**config.mk**
```make
export PLATFORM = sky130hd
export DESIGN_NAME = jt900h_intseq
export DESIGN_NICKNAME = d
export VERILOG_FILES = /design/src/rtl/jt900h_intseq_pkg.sv /design/src/rtl/jt900h_intseq.sv
export SDC_FILE = /design/constraint.sdc
export NUM_CORES = 1
export LEC_CHECK = 0
export CAP_MARGIN = 10
export CORE_ASPECT_RATIO = 1.4
export CORE_MARGIN = 2
export CORE_UTILIZATION = 40
export DETAILED_ROUTE_END_ITERATION = 7
export PLACE_DENSITY = 0.79
export SYNTH_ARGS = -nofsm -noshare
export SYNTH_HDL_FRONTEND = slang
export SYNTH_SLANG_ARGS = --single-unit
export TNS_END_PERCENT = 20
```
**constraint.sdc**
```tcl
create_clock -name clk -period 5.6 [get_ports clk]
set_clock_uncertainty 0.15 [all_clocks]
set_input_delay 0.84 -clock clk [delete_from_list [all_inputs] [get_ports clk]]
set_output_delay 0.84 -clock clk [all_outputs]
set_load 0.005 [all_outputs]
```
**src/rtl/jt900h_intseq_pkg.sv**
```systemverilog
// Shared types and constants for the TLCS-900H interrupt entry sequencer.
// State encodings, bus access size codes and the default vector table base.
package jt900h_intseq_pkg;

    typedef enum logic [1:0] {
        ST_IDLE    = 2'd0,
        ST_PUSH_PC = 2'd1,
        ST_PUSH_SR = 2'd2,
        ST_VEC_RD  = 2'd3
    } state_t;

    // Size codes are laid out as {ws, qs} so they can drive the bus flags directly.
    typedef enum logic [1:0] {
        SZ_BYTE = 2'b00,
        SZ_LONG = 2'b01,
        SZ_WORD = 2'b10
    } bus_size_t;

    localparam logic [23:0] VEC_BASE_DEF = 24'hFFFF00;
    localparam logic [2:0]  LVL_NMI      = 3'd7;

    function automatic logic [23:0] vec_entry(input logic [23:0] base, input logic [7:0] vec);
        return base | {16'd0, vec[7:2], 2'b00};
    endfunction

endpackage

```
**src/rtl/jt900h_intseq.sv**
```systemverilog
// Interrupt entry sequencer: accepts a request at an instruction boundary, pushes PC and SR
// through XSP, raises IFF and loads PC from the vector table while holding the core with busy.
module jt900h_intseq
    import jt900h_intseq_pkg::*;
#(
    parameter logic [23:0] VEC_BASE  = VEC_BASE_DEF,
    parameter logic [2:0]  IMASK_CAP = 3'd7
) (
    input  logic        rst,
    input  logic        clk,
    input  logic        cen,
    input  logic [2:0]  int_lvl,
    input  logic [7:0]  int_vec,
    input  logic        inst_end,
    input  logic [2:0]  imask,
    input  logic [23:0] pc,
    input  logic [15:0] sr,
    input  logic [31:0] xsp,
    output logic        busy,
    output logic        int_ack,
    output logic [2:0]  ack_lvl,
    output logic        bus_req,
    output logic        bus_we,
    output logic        bus_ws,
    output logic        bus_qs,
    output logic [23:0] bus_addr,
    output logic [31:0] bus_dout,
    input  logic        bus_ack,
    input  logic [31:0] bus_din,
    output logic        xsp_we,
    output logic [31:0] xsp_nx,
    output logic        pc_we,
    output logic [23:0] pc_nx,
    output logic        iff_we,
    output logic [2:0]  iff_nx
);

    state_t      st;
    logic [7:0]  vec_l;
    logic [15:0] sr_l;
    logic [31:0] xsp_l;

    logic        accept;
    logic        acked;
    logic [31:0] xsp_m4;
    logic [31:0] xsp_m6;
    logic [3:0]  iff_inc;
    logic [2:0]  iff_capped;
    logic        unused_din;

    // Level 7 is non-maskable and wins even when imask is already 7.
    assign accept = inst_end && (int_lvl != 3'd0) && ((int_lvl == LVL_NMI) || (int_lvl > imask));
    assign acked  = bus_req && bus_ack;

    assign xsp_m4 = xsp_l - 32'd4;
    assign xsp_m6 = xsp_l - 32'd6;

    assign iff_inc    = {1'b0, ack_lvl} + 4'd1;
    assign iff_capped = (iff_inc > {1'b0, IMASK_CAP}) ? IMASK_CAP : iff_inc[2:0];

    assign unused_din = ^bus_din[31:24];

    always_ff @(posedge clk or posedge rst) begin
        if (rst) begin
            st       <= ST_IDLE;
            vec_l    <= 8'd0;
            sr_l     <= 16'd0;
            xsp_l    <= 32'd0;
            busy     <= 1'b0;
            int_ack  <= 1'b0;
            ack_lvl  <= 3'd0;
            bus_req  <= 1'b0;
            bus_we   <= 1'b0;
            bus_ws   <= 1'b0;
            bus_qs   <= 1'b0;
            bus_addr <= 24'd0;
            bus_dout <= 32'd0;
            xsp_we   <= 1'b0;
            xsp_nx   <= 32'd0;
            pc_we    <= 1'b0;
            pc_nx    <= 24'd0;
            iff_we   <= 1'b0;
            iff_nx   <= 3'd0;
        end else if (cen) begin
            int_ack <= 1'b0;
            xsp_we  <= 1'b0;
            pc_we   <= 1'b0;
            iff_we  <= 1'b0;
            case (st)
                ST_IDLE: begin
                    if (accept) begin
                        vec_l              <= int_vec;
                        sr_l               <= sr;
                        xsp_l              <= xsp;
                        ack_lvl            <= int_lvl;
                        int_ack            <= 1'b1;
                        busy               <= 1'b1;
                        bus_req            <= 1'b1;
                        bus_we             <= 1'b1;
                        {bus_ws, bus_qs}   <= SZ_LONG;
                        bus_addr           <= xsp[23:0] - 24'd4;
                        bus_dout           <= {8'd0, pc};
                        st                 <= ST_PUSH_PC;
                    end
                end
                ST_PUSH_PC: begin
                    if (acked) begin
                        xsp_we           <= 1'b1;
                        xsp_nx           <= xsp_m4;
                        {bus_ws, bus_qs} <= SZ_WORD;
                        bus_addr         <= xsp_m6[23:0];
                        bus_dout         <= {16'd0, sr_l};
                        st               <= ST_PUSH_SR;
                    end
                end
                ST_PUSH_SR: begin
                    if (acked) begin
                        xsp_we           <= 1'b1;
                        xsp_nx           <= xsp_m6;
                        iff_we           <= 1'b1;
                        iff_nx           <= iff_capped;
                        bus_we           <= 1'b0;
                        {bus_ws, bus_qs} <= SZ_LONG;
                        bus_addr         <= vec_entry(VEC_BASE, vec_l);
                        bus_dout         <= 32'd0;
                        st               <= ST_VEC_RD;
                    end
                end
                ST_VEC_RD: begin
                    if (acked) begin
                        pc_we            <= 1'b1;
                        pc_nx            <= bus_din[23:0];
                        busy             <= 1'b0;
                        ack_lvl          <= 3'd0;
                        bus_req          <= 1'b0;
                        bus_we           <= 1'b0;
                        {bus_ws, bus_qs} <= SZ_BYTE;
                        bus_addr         <= 24'd0;
                        st               <= ST_IDLE;
                    end
                end
                default: st <= ST_IDLE;
            endcase
        end
    end

endmodule
```
==> flow_summary_export.csv, run 1 <==
group,metric,value,unit
synth,ys_seq_area_share,49.9,%
timing,fin_crit_sh,66.1,%
placement,finalWeightedCongestion,0.820,
setup_path,r2r_end,"bus_addr[19]",
pwr,power.leakage,0.00497,µW
drt,drc,0,
pwr,peakVddDrop,267,µV
setup_path,worstSetupPathType,"input port to flop",
setup_path,cpMaxStageDelayCell,"and3_2",
synth,synthFlopType,"dfrtp_1",
status,status,"complete, no violations",
timing,rsz0062_at_grt,"false",
synth,synth_top_family_by_area,"simple AND/OR/NAND/NOR gates",
floorplan,num_io_pins,250,
setup_path,endpoint,"xsp_l[24]",
timing,fin_crit,3.70,ns
placement,portBuffers,231,
pwr,power.density,545,mW/mm²
flow_run,max_cap_violations,0,
timing,slew_headroom,25.4,%
setup_path,reg2reg_from,"st[1]",
grt,grt_pass1_vias,6976,
pwr,power.internal,4060,µW
setup_path,crit_fanout,40,
clocking,cts_root_buf,"clkbuf_16",
synth,synth-edff-count,0,
grt,antenna_found_initial,0,
floorplan,die_w,129,µm
drt,final_antenna_net_count,0,
synth,post_synth_xor_area_fraction,6.52,%
cells_and_area,seq_area,0.00435,mm²
synth,synth_compound_area_share,12.1,%
timing,fmax,270,MHz
clocking,cts_buffers,17,
synth,synthAdderAreaFrac,1.72,%
drt,dr.first_iter.drc_count,366,
synth,syn_area_per_cell,10.6,µm²
synth,yosys-top-cells-area,"dfrtp_1 (50%), mux2_2 (10%), nand2_1 (4.3%)",
drt,vias,6920,
placement,post-place-cells,1266,
synth,yosysTopAreaCellShare,49.9,%
clocking,cts_resized,0,
setup_path,cp-start-kind,"input port",
clocking,cts-hold-fix-buffers,0,
worst_hold_path,hold_depth,2,
clocking,h-tree-depth,4,
cells_and_area,fill_cells,1857,
cells_and_area,diodes,0,
worst_hold_path,hp-class,"flop to flop",
clocking,cts_setup_buffers,0,
grt,grt_pass1_wl,36400,µm
pwr,clkPwrFrac,19.8,%
pwr,combPwrFrac,43.9,%
timing,report.final.hold_viol_count,0,
synth,synth-async-reset-ratio,100,%
setup_path,r2r_slack,2.25,ns
grt,grt_max_degree,175,
floorplan,start_util,41.0,%
timing,slew_violations,0,
pwr,seqPwrFrac,36.4,%
setup_path,cp-end-kind,"flop",
setup_path,max_stage_delay,0.56,ns
synth,yosysWarnings,0,
clocking,cts_tree,"yes",
clocking,cts_buffer_depth,2,
drt,firstDrtPassIters,5,
pwr,switching_power,2350,µW
cells_and_area,fin_cells,1298,
synth,synthSimpleGateAreaFrac,14.1,%
clocking,clk_pin_slew,0.06,ns
setup_path,crit_chain,"clkdlybuf4s50_1, inv_1, ha_1, a41o_1, a31oi_2, and3_2, buf_4, mux2_2",
drt,wl_per_cell,17.7,µm
drt,viasPerCell,5.33,
setup_path,r2r_cells,8,
floorplan,rows,63,
synth,yosysTopAreaCell,"dfrtp_1",
placement,dp_hpwl,16400,µm
synth,syn_inst,821,
synth,ys_ff_latch,174,
cells_and_area,multiInputGateArea,0.00399,mm²
clocking,clock_latency,0.44,ns
setup_path,arrival,3.86,ns
cells_and_area,final_nets,1160,
setup_path,crit_start,"int_lvl[0]",
synth,synth_area,0.00873,mm²
cells_and_area,layout-drive-gt1-share,14.3,%
cells_and_area,area_growth,34.8,%
grt,grt.total_usage,20.4,%
drt,wirelength,23000,µm
timing,finalSetupViolCount,0,
setup_path,required,5.76,ns
synth,ys_types,61,
clocking,cts.sinks,174,
pwr,swShare,36.6,%
timing,worstMarginPinSlew,1.12,ns
pwr,finalPower,6410,µW
grt,grt-ovfl-total,0,
floorplan,dieArea,0.0230,mm²
floorplan,core,0.0213,mm²
timing,fin_setup_tns,0,ns
synth,synth_mux_area_share,10.7,%
floorplan,die_h,179,µm
worst min path at each step:
stage                 startpoint      endpoint  slack [ns]
finish              bus_dout[16]  bus_dout[16]        0.32
global route        bus_dout[16]  bus_dout[16]        0.35
CTS                 bus_dout[23]  bus_dout[23]        0.33
detailed placement  bus_dout[19]  bus_dout[19]        0.31
global placement    bus_dout[23]  bus_dout[23]        0.30
floorplan           bus_dout[16]  bus_dout[16]        0.31
per-stage QoR:
stage	cell area [µm²]	hold WS, ns	utilization (%)	setup WS, ns
floorplan	8760	0.313	-	2.39
global placement	11100	0.299	52.4	1.51
detailed placement	11100	0.309	52.4	1.45
CTS	11800	0.326	55.3	1.89
global route	11800	0.349	55.3	1.77
finish	11800	0.321	55.3	1.90
critical path: cells and delay by family:
family | cells | cell delay [ns]
and+or+nand+nor | 1 | 0.56
adders and majority gates | 1 | 0.29
muxes | 1 | 0.41
buffers and inverters | 3 | 1.16
AOI/OAI and AO/OA | 2 | 0.56
synth_stat cells, types with 3 or more instances:
cell,n
buf_2,10
nor2_1,56
buf_6,4
nor2b_1,3
buf_4,16
nand2_1,101
a22o_1,3
o31ai_1,6
o21ai_0,51
nor3b_1,5
nand3b_1,3
nor4_1,8
a211oi_1,9
or4_4,3
and3_1,8
a21oi_1,28
clkbuf_1,32
or3_1,4
nor4_2,4
mux2_2,80
ha_1,12
a221oi_1,17
dfrtp_1,174
o21ai_1,8
nand4_1,6
and2_1,3
nor3_1,13
xnor2_1,38
a21o_1,21
xor2_1,27
inv_1,17
nand3_1,18
metal layers:
| layer | share of wire [%] | vias to the layer above | GRT usage [%] |
|---|---|---|---|
| met5 | 0 | - | 0 |
| met4 | 3.5 | 0 | 9.65 |
| met3 | 4.5 | 53 | 4.15 |
| met2 | 52 | 226 | 35.1 |
| met1 | 40 | 3376 | 24.3 |
| li1 | - | 3265 | - |
logic make-up after synthesis:
family,after synthesis
other,1
AOI/OAI and AO/OA,158
xor gates and xnor gates,65
muxes,82
adders and majority gates,12
and+or+nand+nor,247
buffers and inverters,82
DFF,174
cell usage in the layout (no fill, tap or decap), drive strengths merged, types with 5 or more instances in the layout:
cell type and n:
o31ai 6, xnor2 38, ha 12, or4 5, nor3b 5, a21oi 28
a211oi 9, nor3 14, buf 11, mux2 80, nor2 56, xor2 27
or3 5, dfrtp 174, a221oi 17, clkdlybuf4s50 231, nand4 6, nor4 14
nand3 18, clkbuf 17, and3 8, a21o 21, o21ai 60, nand2 102
conb 8, inv 26
flip-flops by register name, summed over array words and instances, names as in the netlist, 2 cells and up:
register / cells
xsp_l: 32
xsp_nx: 32
bus_addr: 24
bus_dout: 24
pc_nx: 24
sr_l: 16
vec_l: 6
ack_lvl: 3
iff_nx: 3
st: 2
final cells by class:
cell class	instances	area share (%)
Sequential cell	174	37.0
Inverter	18	0.606
Clock buffer	17	3.62
Clock inverter	15	1.66
Tap cell	260	2.77
Timing Repair Buffer	242	20.5
Multi-Input combinational cell	572	33.9
power groups by stage:
| stage | logic (µW) | registers (µW) | clock network (µW) |
|---|---|---|---|
| 5_1_grt | 3090 | 2410 | 1350 |
| 4_1_cts | 2840 | 2330 | 1300 |
| 6_report | 2810 | 2330 | 1270 |
| 2_1_floorplan | 1690 | 2200 | 0 |
| 3_5_place_dp | 2830 | 2350 | 0 |
| 3_3_place_gp | 2770 | 2320 | 0 |
Note: power is estimated with default switching activity, not from simulation.
==> run 2, diff against run 1 <==
==> constraint.sdc (replaced) <==
create_clock -name clk -period 3.1 [get_ports clk]
set_clock_uncertainty 0.15 [all_clocks]
set_input_delay 0.465 -clock clk [delete_from_list [all_inputs] [get_ports clk]]
set_output_delay 0.465 -clock clk [all_outputs]
set_load 0.005 [all_outputs]
==> run 2 against run 1 <==
Against the previous run:
- setup slack got worse by 1.4 ns
- worst hold slack got worse by 0.0034 ns
- highest routed layer unchanged
- clock-buffer cell count grew 4
- critical endpoint is now xsp_nx[25]
- sequential power grew 80%
- flip-flop and latch count unchanged
- largest cell class unchanged
==> flow_summary_export.csv, run 2 (same netlist as run 1, synthesis figures left out) <==
group,metric,value,unit
floorplan,die_h,179,µm
setup_path,required,3.29,ns
clocking,clk_pin_slew,0.07,ns
placement,finalWeightedCongestion,0.844,
drt,wirelength,22500,µm
cells_and_area,top_regs,"xsp_l (32), xsp_nx (32)",
floorplan,rows,63,
grt,grt_max_degree,118,
worst_hold_path,whs_endpoint,"bus_dout[18]",
drt,dr.first_iter.drc_count,232,
setup_path,arrival,2.79,ns
clocking,cts_tree,"yes",
floorplan,die_w,129,µm
cells_and_area,final_area,0.0119,mm²
placement,portBuffers,231,
drt,viasPerCell,5.21,
grt,grt-ovfl-total,0,
timing,fin_crit_sh,83.9,%
status,status,"complete, no violations",
clocking,cts-hold-fix-buffers,0,
floorplan,core,0.0213,mm²
cells_and_area,area_growth,36.2,%
grt,antenna_found_initial,0,
setup_path,crit_fanout,9,
drt,drc,0,
timing,slew_headroom,54.1,%
drt,vias,6865,
cells_and_area,final_nets,1180,
timing,slew_violations,0,
setup_path,r2r_end,"xsp_nx[25]",
timing,fmax,385,MHz
floorplan,dieArea,0.0230,mm²
pwr,power.leakage,0.00504,µW
setup_path,crit_chain,"inv_1, ha_1, buf_4, nor2b_1, a2111oi_4, and4_1, nand2_1, xor2_1, o21ai_0",
clocking,cts_resized,0,
timing,fin_crit,2.60,ns
timing,worstMarginPinSlew,0.689,ns
timing,finalSetupViolCount,0,
timing,rsz0062_at_grt,"false",
flow_run,max_cap_violations,0,
placement,placed_cell_area,0.0113,mm²
worst_hold_path,min_from,"bus_dout[18]",
clocking,cts.sinks,174,
cells_and_area,layout_common_cells,"clkdlybuf4s50_1 (231), dfrtp_1 (174), nand2_1 (101)",
cells_and_area,layout_commonest_cell,"clkdlybuf4s50_1",
timing,fin_setup_tns,0,ns
grt,grt_pass1_vias,6895,
drt,firstDrtPassIters,4,
clocking,h-tree-depth,4,
drt,final_antenna_net_count,0,
clocking,cts_root_buf,"clkbuf_16",
setup_path,r2r_cells,9,
placement,dp_hpwl,16700,µm
clocking,clock_latency,0.44,ns
grt,grt.total_usage,20.3,%
grt,grt_pass1_wl,36200,µm
cells_and_area,fin_cells,1318,
floorplan,num_io_pins,250,
setup_path,max_stage_delay,0.45,ns
drt,wl_per_cell,17.1,µm
worst_hold_path,hold_depth,2,
setup_path,r2r_slack,0.50,ns
cells_and_area,fin_util,55.9,%
clocking,cts_buffers,17,
setup_path,cpMaxStageDelayCell,"a2111oi_4",
timing,report.final.hold_viol_count,0,
setup_path,cp-end-kind,"flop",
clocking,cts_setup_buffers,0,
setup_path,cp-start-kind,"flop",
setup_path,reg2reg_from,"st[0]",
pwr,peakVddDrop,470,µV
pwr,finalPower,11400,µW
pwr,power.density,961,mW/mm²
setup_path,worstSetupPathType,"flop to flop",
cells_and_area,layout-drive-gt1-share,15.7,%
clocking,cts_buffer_depth,2,
worst_hold_path,hp-class,"flop to flop",
cells_and_area,diodes,0,
placement,post-place-cells,1286,
floorplan,start_util,41.0,%
==> run 2: metal layers <==
metal	routed length, µm	up-vias	global-route usage (%)
met4	624	0	7.97
met1	9030	3306	24.4
li1	-	3303	-
met3	1150	41	3.85
met5	0	-	0
met2	11700	215	35.8
==> run 2: worst max-delay path by stage <==
| stage | slack (ns) | end | cells past startpoint | start |
|---|---|---|---|---|
| after global routing | 0.30 | xsp_nx[25] | 9 | st[0] |
| after CTS | 0.50 | xsp_nx[25] | 9 | st[0] |
| after detailed placement | 0.10 | xsp_l[14] | 8 | int_lvl[0] |
| final | 0.50 | xsp_nx[25] | 9 | st[0] |
| after global placement | 0.13 | xsp_l[14] | 8 | int_lvl[0] |
| after floorplan | 0.26 | ack_lvl[0] | 1 | rst |
==> run 2: cell type report <==
cell class,count,area (µm²)
clock inverters,11,82.6
fillers,1806,9400
inverters,18,71.3
repair buffers,262,2610
multi-input cells,572,3990
flip-flops and latches,174,4350
clock buffers,21,460
well taps,260,325
==> run 2: report_power, final <==
part | leakage, µW | internal [µW] | total (µW) | switching (µW)
sequential | 0.00218 | 3320 | 4200 | 882
clock | 0.000253 | 1070 | 2000 | 928
combinational | 0.00260 | 2850 | 5230 | 2380
==> run 2: stage by stage <==
stage          setup WS (ns)  hold WS (ns)
2_1_floorplan          0.260         0.313
3_3_place_gp           0.127         0.301
3_5_place_dp           0.101         0.305
4_1_cts                0.495         0.320
5_1_grt                0.302         0.338
6_report               0.500         0.317
==> run 2: critical path: cells and delay by family (launching register included) <==
kind,cells,cell delay (ns)
compound gates,2,0.60
flops,1,0.41
buf+inv,2,0.32
fa+ha+maj,1,0.25
simple gates,3,0.62
xor+xnor,1,0.15
==> run 3, diff against run 2 <==
==> constraint.sdc (replaced) <==
create_clock -name clk -period 2.22 [get_ports clk]
set_clock_uncertainty 0.15 [all_clocks]
set_input_delay 0.333 -clock clk [delete_from_list [all_inputs] [get_ports clk]]
set_output_delay 0.333 -clock clk [all_outputs]
set_load 0.005 [all_outputs]
==> run 3 against run 2 <==
Against the previous run:
- the run now ends with setup timing left
- core utilization rose by 5.9 points
- final cell count rose by 8.6%
- via count rose by 9.8%
- clock power rose by 40%
- non-clock buffer count rose by 114
- combinational power rose by 74%
- die area did not move
- register-to-register slack got worse by 0.55 ns
- critical path depth fell by 1
- wire length rose by 12%
- sequential power rose by 36%
- cell area rose by 11%
==> flow_summary_export.csv, run 3 (same netlist as run 1, synthesis figures left out) <==
group,metric,value,unit
floorplan,die_h,179,µm
cells_and_area,layout_common_cells,"clkdlybuf4s50_1 (226), dfrtp_1 (174), buf_4 (127)",
setup_path,required,2.39,ns
clocking,clock_latency,0.43,ns
clocking,cts_root_buf,"clkbuf_16",
timing,fmax,440,MHz
clocking,cts_buffer_depth,2,
cells_and_area,diodes,0,
setup_path,crit_fanout,3,
cells_and_area,layout_commonest_cell,"clkdlybuf4s50_1",
grt,grt.total_usage,21.6,%
pwr,power.density,1340,mW/mm²
grt,antenna_found_initial,0,
clocking,h-tree-depth,4,
pwr,clkPwrFrac,15.9,%
clocking,cts.sinks,174,
grt,grt_pass1_wl,38900,µm
timing,setup_slack,-0.0503,ns
timing,fin_crit,2.27,ns
setup_path,arrival,2.44,ns
pwr,seqPwrFrac,32.5,%
drt,wl_per_cell,17.5,µm
timing,rsz0062_at_grt,"true",
flow_run,max_cap_violations,0,
placement,portBuffers,231,
setup_path,cpMaxStageDelayCell,"or4_4",
clocking,cts_buffers,17,
floorplan,dieArea,0.0230,mm²
pwr,combPwrFrac,51.6,%
timing,slew_violations,0,
timing,finalSetupViolCount,4,
cells_and_area,area_growth,50.6,%
cells_and_area,layout-drive-gt1-share,27.9,%
floorplan,rows,63,
floorplan,core,0.0213,mm²
cells_and_area,final_nets,1294,
placement,placed_cell_area,0.0122,mm²
timing,report.final.hold_viol_count,0,
clocking,cts-hold-fix-buffers,0,
clocking,clk_pin_slew,0.07,ns
pwr,swShare,37.0,%
setup_path,cp-start-kind,"flop",
cells_and_area,fin_util,61.8,%
drt,viasPerCell,5.26,
setup_path,crit_chain,"buf_6, or4_4, nor4b_4, buf_4, nand3_1, xnor2_1, a21oi_1, o21ai_1",
clocking,cts_tree,"yes",
grt,grt-ovfl-total,0,
cells_and_area,final_area,0.0131,mm²
pwr,switching_power,6530,µW
setup_path,cp-end-kind,"flop",
drt,final_antenna_net_count,0,
cells_and_area,top_regs,"xsp_l (32), xsp_nx (32)",
worst_hold_path,hp-class,"input port to asynchronous set/reset pin",
placement,dp_hpwl,18700,µm
setup_path,r2r_end,"bus_addr[18]",
floorplan,num_io_pins,250,
setup_path,max_stage_delay,0.44,ns
setup_path,r2r_slack,-0.05,ns
status,violations,"setup timing",
pwr,power.internal,11100,µW
timing,fin_crit_sh,102,%
drt,vias,7535,
grt,grt_pass1_vias,7680,
floorplan,die_w,129,µm
drt,wirelength,25100,µm
setup_path,reg2reg_from,"xsp_l[15]",
floorplan,start_util,41.0,%
setup_path,r2r_cells,8,
drt,firstDrtPassIters,5,
grt,grt_max_degree,56,
setup_path,worstSetupPathType,"flop to flop",
placement,finalWeightedCongestion,0.848,
status,status,"complete, but fails checks",
pwr,power.leakage,0.00575,µW
drt,dr.first_iter.drc_count,377,
drt,drc,0,
pwr,peakVddDrop,778,µV
==> run 3: critical path, delay by kind of cell, from the launching register on <==
family	cells	cell delay (ns)
AOI/OAI and AO/OA	2	0.28
xor gates and xnor gates	1	0.14
and+or+nand+nor	3	0.83
DFF	1	0.43
buffers and inverters	2	0.32
==> run 3: final cells by class <==
class | instances | area (µm²)
well taps | 260 | 325
clock buffers | 18 | 439
multi-input cells | 572 | 4270
flip-flops and latches | 174 | 4350
repair buffers | 376 | 3570
fillers | 1623 | 8140
clock inverters | 14 | 106
inverters | 18 | 73.8
==> run 3: worst max path at each step <==
stage               startpoint            to  slack, ns  depth (start not counted)
floorplan                  rst    ack_lvl[0]      -0.49                          1
global placement      imask[1]     xsp_l[14]      -0.54                          9
detailed placement    imask[1]      vec_l[7]      -0.57                          9
CTS                   xsp_l[3]  bus_addr[22]      -0.03                         10
global route          xsp_l[6]    xsp_nx[24]      -0.13                          6
finish               xsp_l[15]  bus_addr[18]      -0.05                          8
==> run 3: what timing repair did <==
item | in CTS | in global routing
pin swaps | 8 | 25
setup buffers | 4 | 9
setup endpoints to repair | 124 | 133
resized for setup | 27 | 56
==> run 3: layer usage <==
metal	global-route usage [%]	up-vias	wire, µm
met5	0	-	0
met4	9.01	0	759
met3	3.85	60	1200
met2	39.4	254	13500
met1	24.7	3689	9630
li1	-	3532	-
==> run 3: metrics by stage <==
step	hold WS (ns)	TNS (ns)	instances	total power, µW	worst slack [ns]
floorplan	0.300	-91.15	828	9810	-0.488
global placement	0.299	-55.95	1387	13900	-0.544
detailed placement	0.305	-59.08	1387	14100	-0.568
CTS	0.0792	-0.0355	1423	17200	-0.0341
global route	0.112	-1.38	1432	18700	-0.133
finish	0.0810	-0.118	1432	17600	-0.0503
==> run 3: power by group through the flow <==
stage          clock network [µW]  logic, µW  registers (µW)
2_1_floorplan                   0       4270            5550
3_3_place_gp                    0       8210            5660
3_5_place_dp                    0       8400            5700
4_1_cts                      2870       8640            5670
5_1_grt                      2980       9820            5900
6_report                     2800       9090            5730
==> RTL change (config.mk and constraints of run 3) <==
Re-encode `state_t` (4 states) as one-hot, 4 bits wide.
--- a/src/rtl/jt900h_intseq_pkg.sv
+++ b/src/rtl/jt900h_intseq_pkg.sv
@@ -3,9 +3,9 @@
 package jt900h_intseq_pkg;
 
-    typedef enum logic [1:0] {
-        ST_IDLE    = 2'd0,
-        ST_PUSH_PC = 2'd1,
-        ST_PUSH_SR = 2'd2,
-        ST_VEC_RD  = 2'd3
+    typedef enum logic [3:0] {
+        ST_IDLE    = 4'b0001,
+        ST_PUSH_PC = 4'b0010,
+        ST_PUSH_SR = 4'b0100,
+        ST_VEC_RD  = 4'b1000
     } state_t;
 
Check against the original RTL: no difference found for any inputs over 4 cycles, from zero or initial values and one cycle with rst high; so few cycles prove little.
==> RTL change against run 3 <==
  * The run still ends with setup timing left
  * Setup slack got worse by 0.045 ns
  * Synthesized area fell by 0.86%
  * Maximum frequency down 1.9%
  * Cell count rose by 1.1%
  * Wire length up 8.6%
  * Final area grew 1.3%
  * Sequential cell count grew 2
  * Power down 8.8%
  * Sequential power shrank 4.4%
  * Largest cell class unchanged
  * Largest power group unchanged
==> RTL change: results (changes against run 3) <==
Setup path
  – CP max FO: 4 (+1)
  – Critical Path AT: 2.47 ns (+0.03 ns)

Final layout
  – NumNets Final: 1306 (+0.93%)
  – Antenna diodes: 0 (unchanged)
  – Inverters excl. clock: 19 (+1)
  – Multi-input gates: 578 (+1.0%)
  – Multi-input combinational area share: 31.6% (-0.85 points)
  – Signal buffers: 383 (+1.9%)
  – Buffer share of cell area: 28.0% (+0.81 points)
  – Fraction of area in registers: 33.1% (about the same)
  – Clock Buffer Count: 17 (-1)
  – Clock network area share: 4.24% (+0.087 points)
  – Share of cells above drive strength 1: 28.2% (+0.30 points)
  – Area growth from synthesis to layout: 53.9%

Clocking
  – Clk slew on worst S/H paths: 0.07 ns (about the same)
  – H-tree depth: 4 (unchanged)
  – Setup bufs post-CTS: 3 (-1)
  – CTS resizes: 31 (+15%)
  – Worst skew pair latency: roughly 0.44 ns
  – CTS sink cnt: 176 (+1.1%)

Synth
  – Syn. warnings: 0 (unchanged)
  – Count of different cell masters after synthesis: 59 (-3.3%)
  – List of most frequent post-synthesis cells: dfrtp_1, nand2_1, o21ai_0
  – Synth Area per Inst: 10.4 µm² (-1.7%)
  – Synth area leaders: dfrtp_1, mux2_2, o21ai_0
  – Seq/Total Area, Yosys: 50.9% (+1.0 points)
  – Main flop type after synthesis: dfrtp_1

Place
  – GP Congestion: 0.923 (+8.9%)
  – Hpwl dp: 19400 µm (+3.2%)
  – Dpl ws: -0.690 ns (-0.122 ns)
  – Cell Area, Placed: 12100 µm² (-0.25%)

Power and ir drop
  – P_leak: 0.00579 µW (+0.84%)
  – Cell-internal power: 10300 µW (-7.3%)
  – Worst vdd ir: 0.691 mV (-11%)

Route
  – Detailed Route Iter0 Violations: 413 (+9.5%)
  – Drt pass-1 iters: 7 (+2)
  – WL/cell: 18.8 µm (+7.4%)
  – Routed vias: 7694 (+2.1%)

Run status
  – Violated checks: setup timing
  – Status: complete, but fails checks

Timing
  – Setup-failing EPs final: 8 (+4)
  – Final worst slack: -0.0951 ns (-0.0448 ns)

GRT
  – First-pass GRT wire length: 40300 µm (+3.7%)
  – Largest net degree at the start of global routing: 76 (+36%)
  – Aggregate global-route resource usage: 23.0% (+1.4 points)
[RTL change: cell types whose count changed after synthesis, moves of 6 or more]
| cell | run 3 | this run |
|---|---|---|
| o21ai_0 | 51 | 97 |
| nor2_1 | 56 | 31 |
| a21o_1 | 21 | 3 |
| a22oi_1 | 1 | 17 |
| nand2_1 | 101 | 116 |
| a21oi_1 | 28 | 17 |
| a221oi_1 | 17 | 6 |
| and3_1 | 8 | 0 |
| a211oi_1 | 9 | 2 |
| buf_4 | 16 | 9 |
| buf_2 | 10 | 16 |
[RTL change: critical path, cell delays in order (launching register included)]
cell,delay [ns]
dfrtp_1,0.42
ha_4,0.18
a2111oi_4,0.42
buf_4,0.21
buf_4,0.13
nand2_1,0.06
xor2_1,0.17
o21ai_1,0.08
a21oi_1,0.23
o21ai_0,0.12
[RTL change: through the flow]
stage / std cells / hold WS [ns] / TNS [ns]
6_report: 1448 / 0.0195 / -0.199
5_1_grt: 1448 / 0.0209 / -6.49
4_1_cts: 1432 / 0.00210 / -0.128
3_5_place_dp: 1397 / 0.320 / -47.53
3_3_place_gp: 1397 / 0.309 / -41.49
2_1_floorplan: 835 / 0.290 / -94.09
[RTL change: kinds of logic (layout without fill, tap and decap cells)]
| group | Yosys count | in the layout | synth area share (%) |
|---|---|---|---|
| AO/OA/AOI/OAI | 171 | 171 | 11.8 |
| XOR/XNOR | 68 | 68 | 6.88 |
| adder cells (fa/ha/maj) | 8 | 8 | 1.16 |
| buffers and inverters | 81 | 434 | 4.40 |
| flip-flops | 176 | 176 | 50.9 |
| multiplexers | 87 | 87 | 11.3 |
| other | 1 | 8 | 0.0433 |
| AND/OR/NAND/NOR | 236 | 236 | 13.6 |
[RTL change: final timing paths]
path                       startpoint           to  slack [ns]  cells after the start
max                          xsp_l[2]  bus_addr[8]        -0.1                      9
min                               rst    xsp_l[29]        0.02                      2
max reg2reg                  xsp_l[2]  bus_addr[8]        -0.1                      9
min reg2reg                xsp_nx[28]   xsp_nx[28]        0.33                      2
max in group asynchronous         rst        st[0]        1.24                      3
min in group clk           int_lvl[0]   ack_lvl[0]        0.17                      4
[RTL change: power by group through the flow]
stage	clock [µW]	sequential, µW	combinational (µW)
after global routing	3120	5630	8290
after detailed placement	0	5470	6840
after floorplan	0	5340	3280
final	2930	5480	7660
after global placement	0	5400	6660
after CTS	3000	5440	7000
[RTL change: per-layer routing]
layer / GRT usage (%) / vias to the layer above / wire, µm
li1: - / 3580 / -
met1: 25.6 / 3718 / 10100
met2: 41.1 / 308 / 14500
met3: 5.64 / 88 / 1500
met4: 10.3 / 0 / 1140
met5: 0 / - / 0
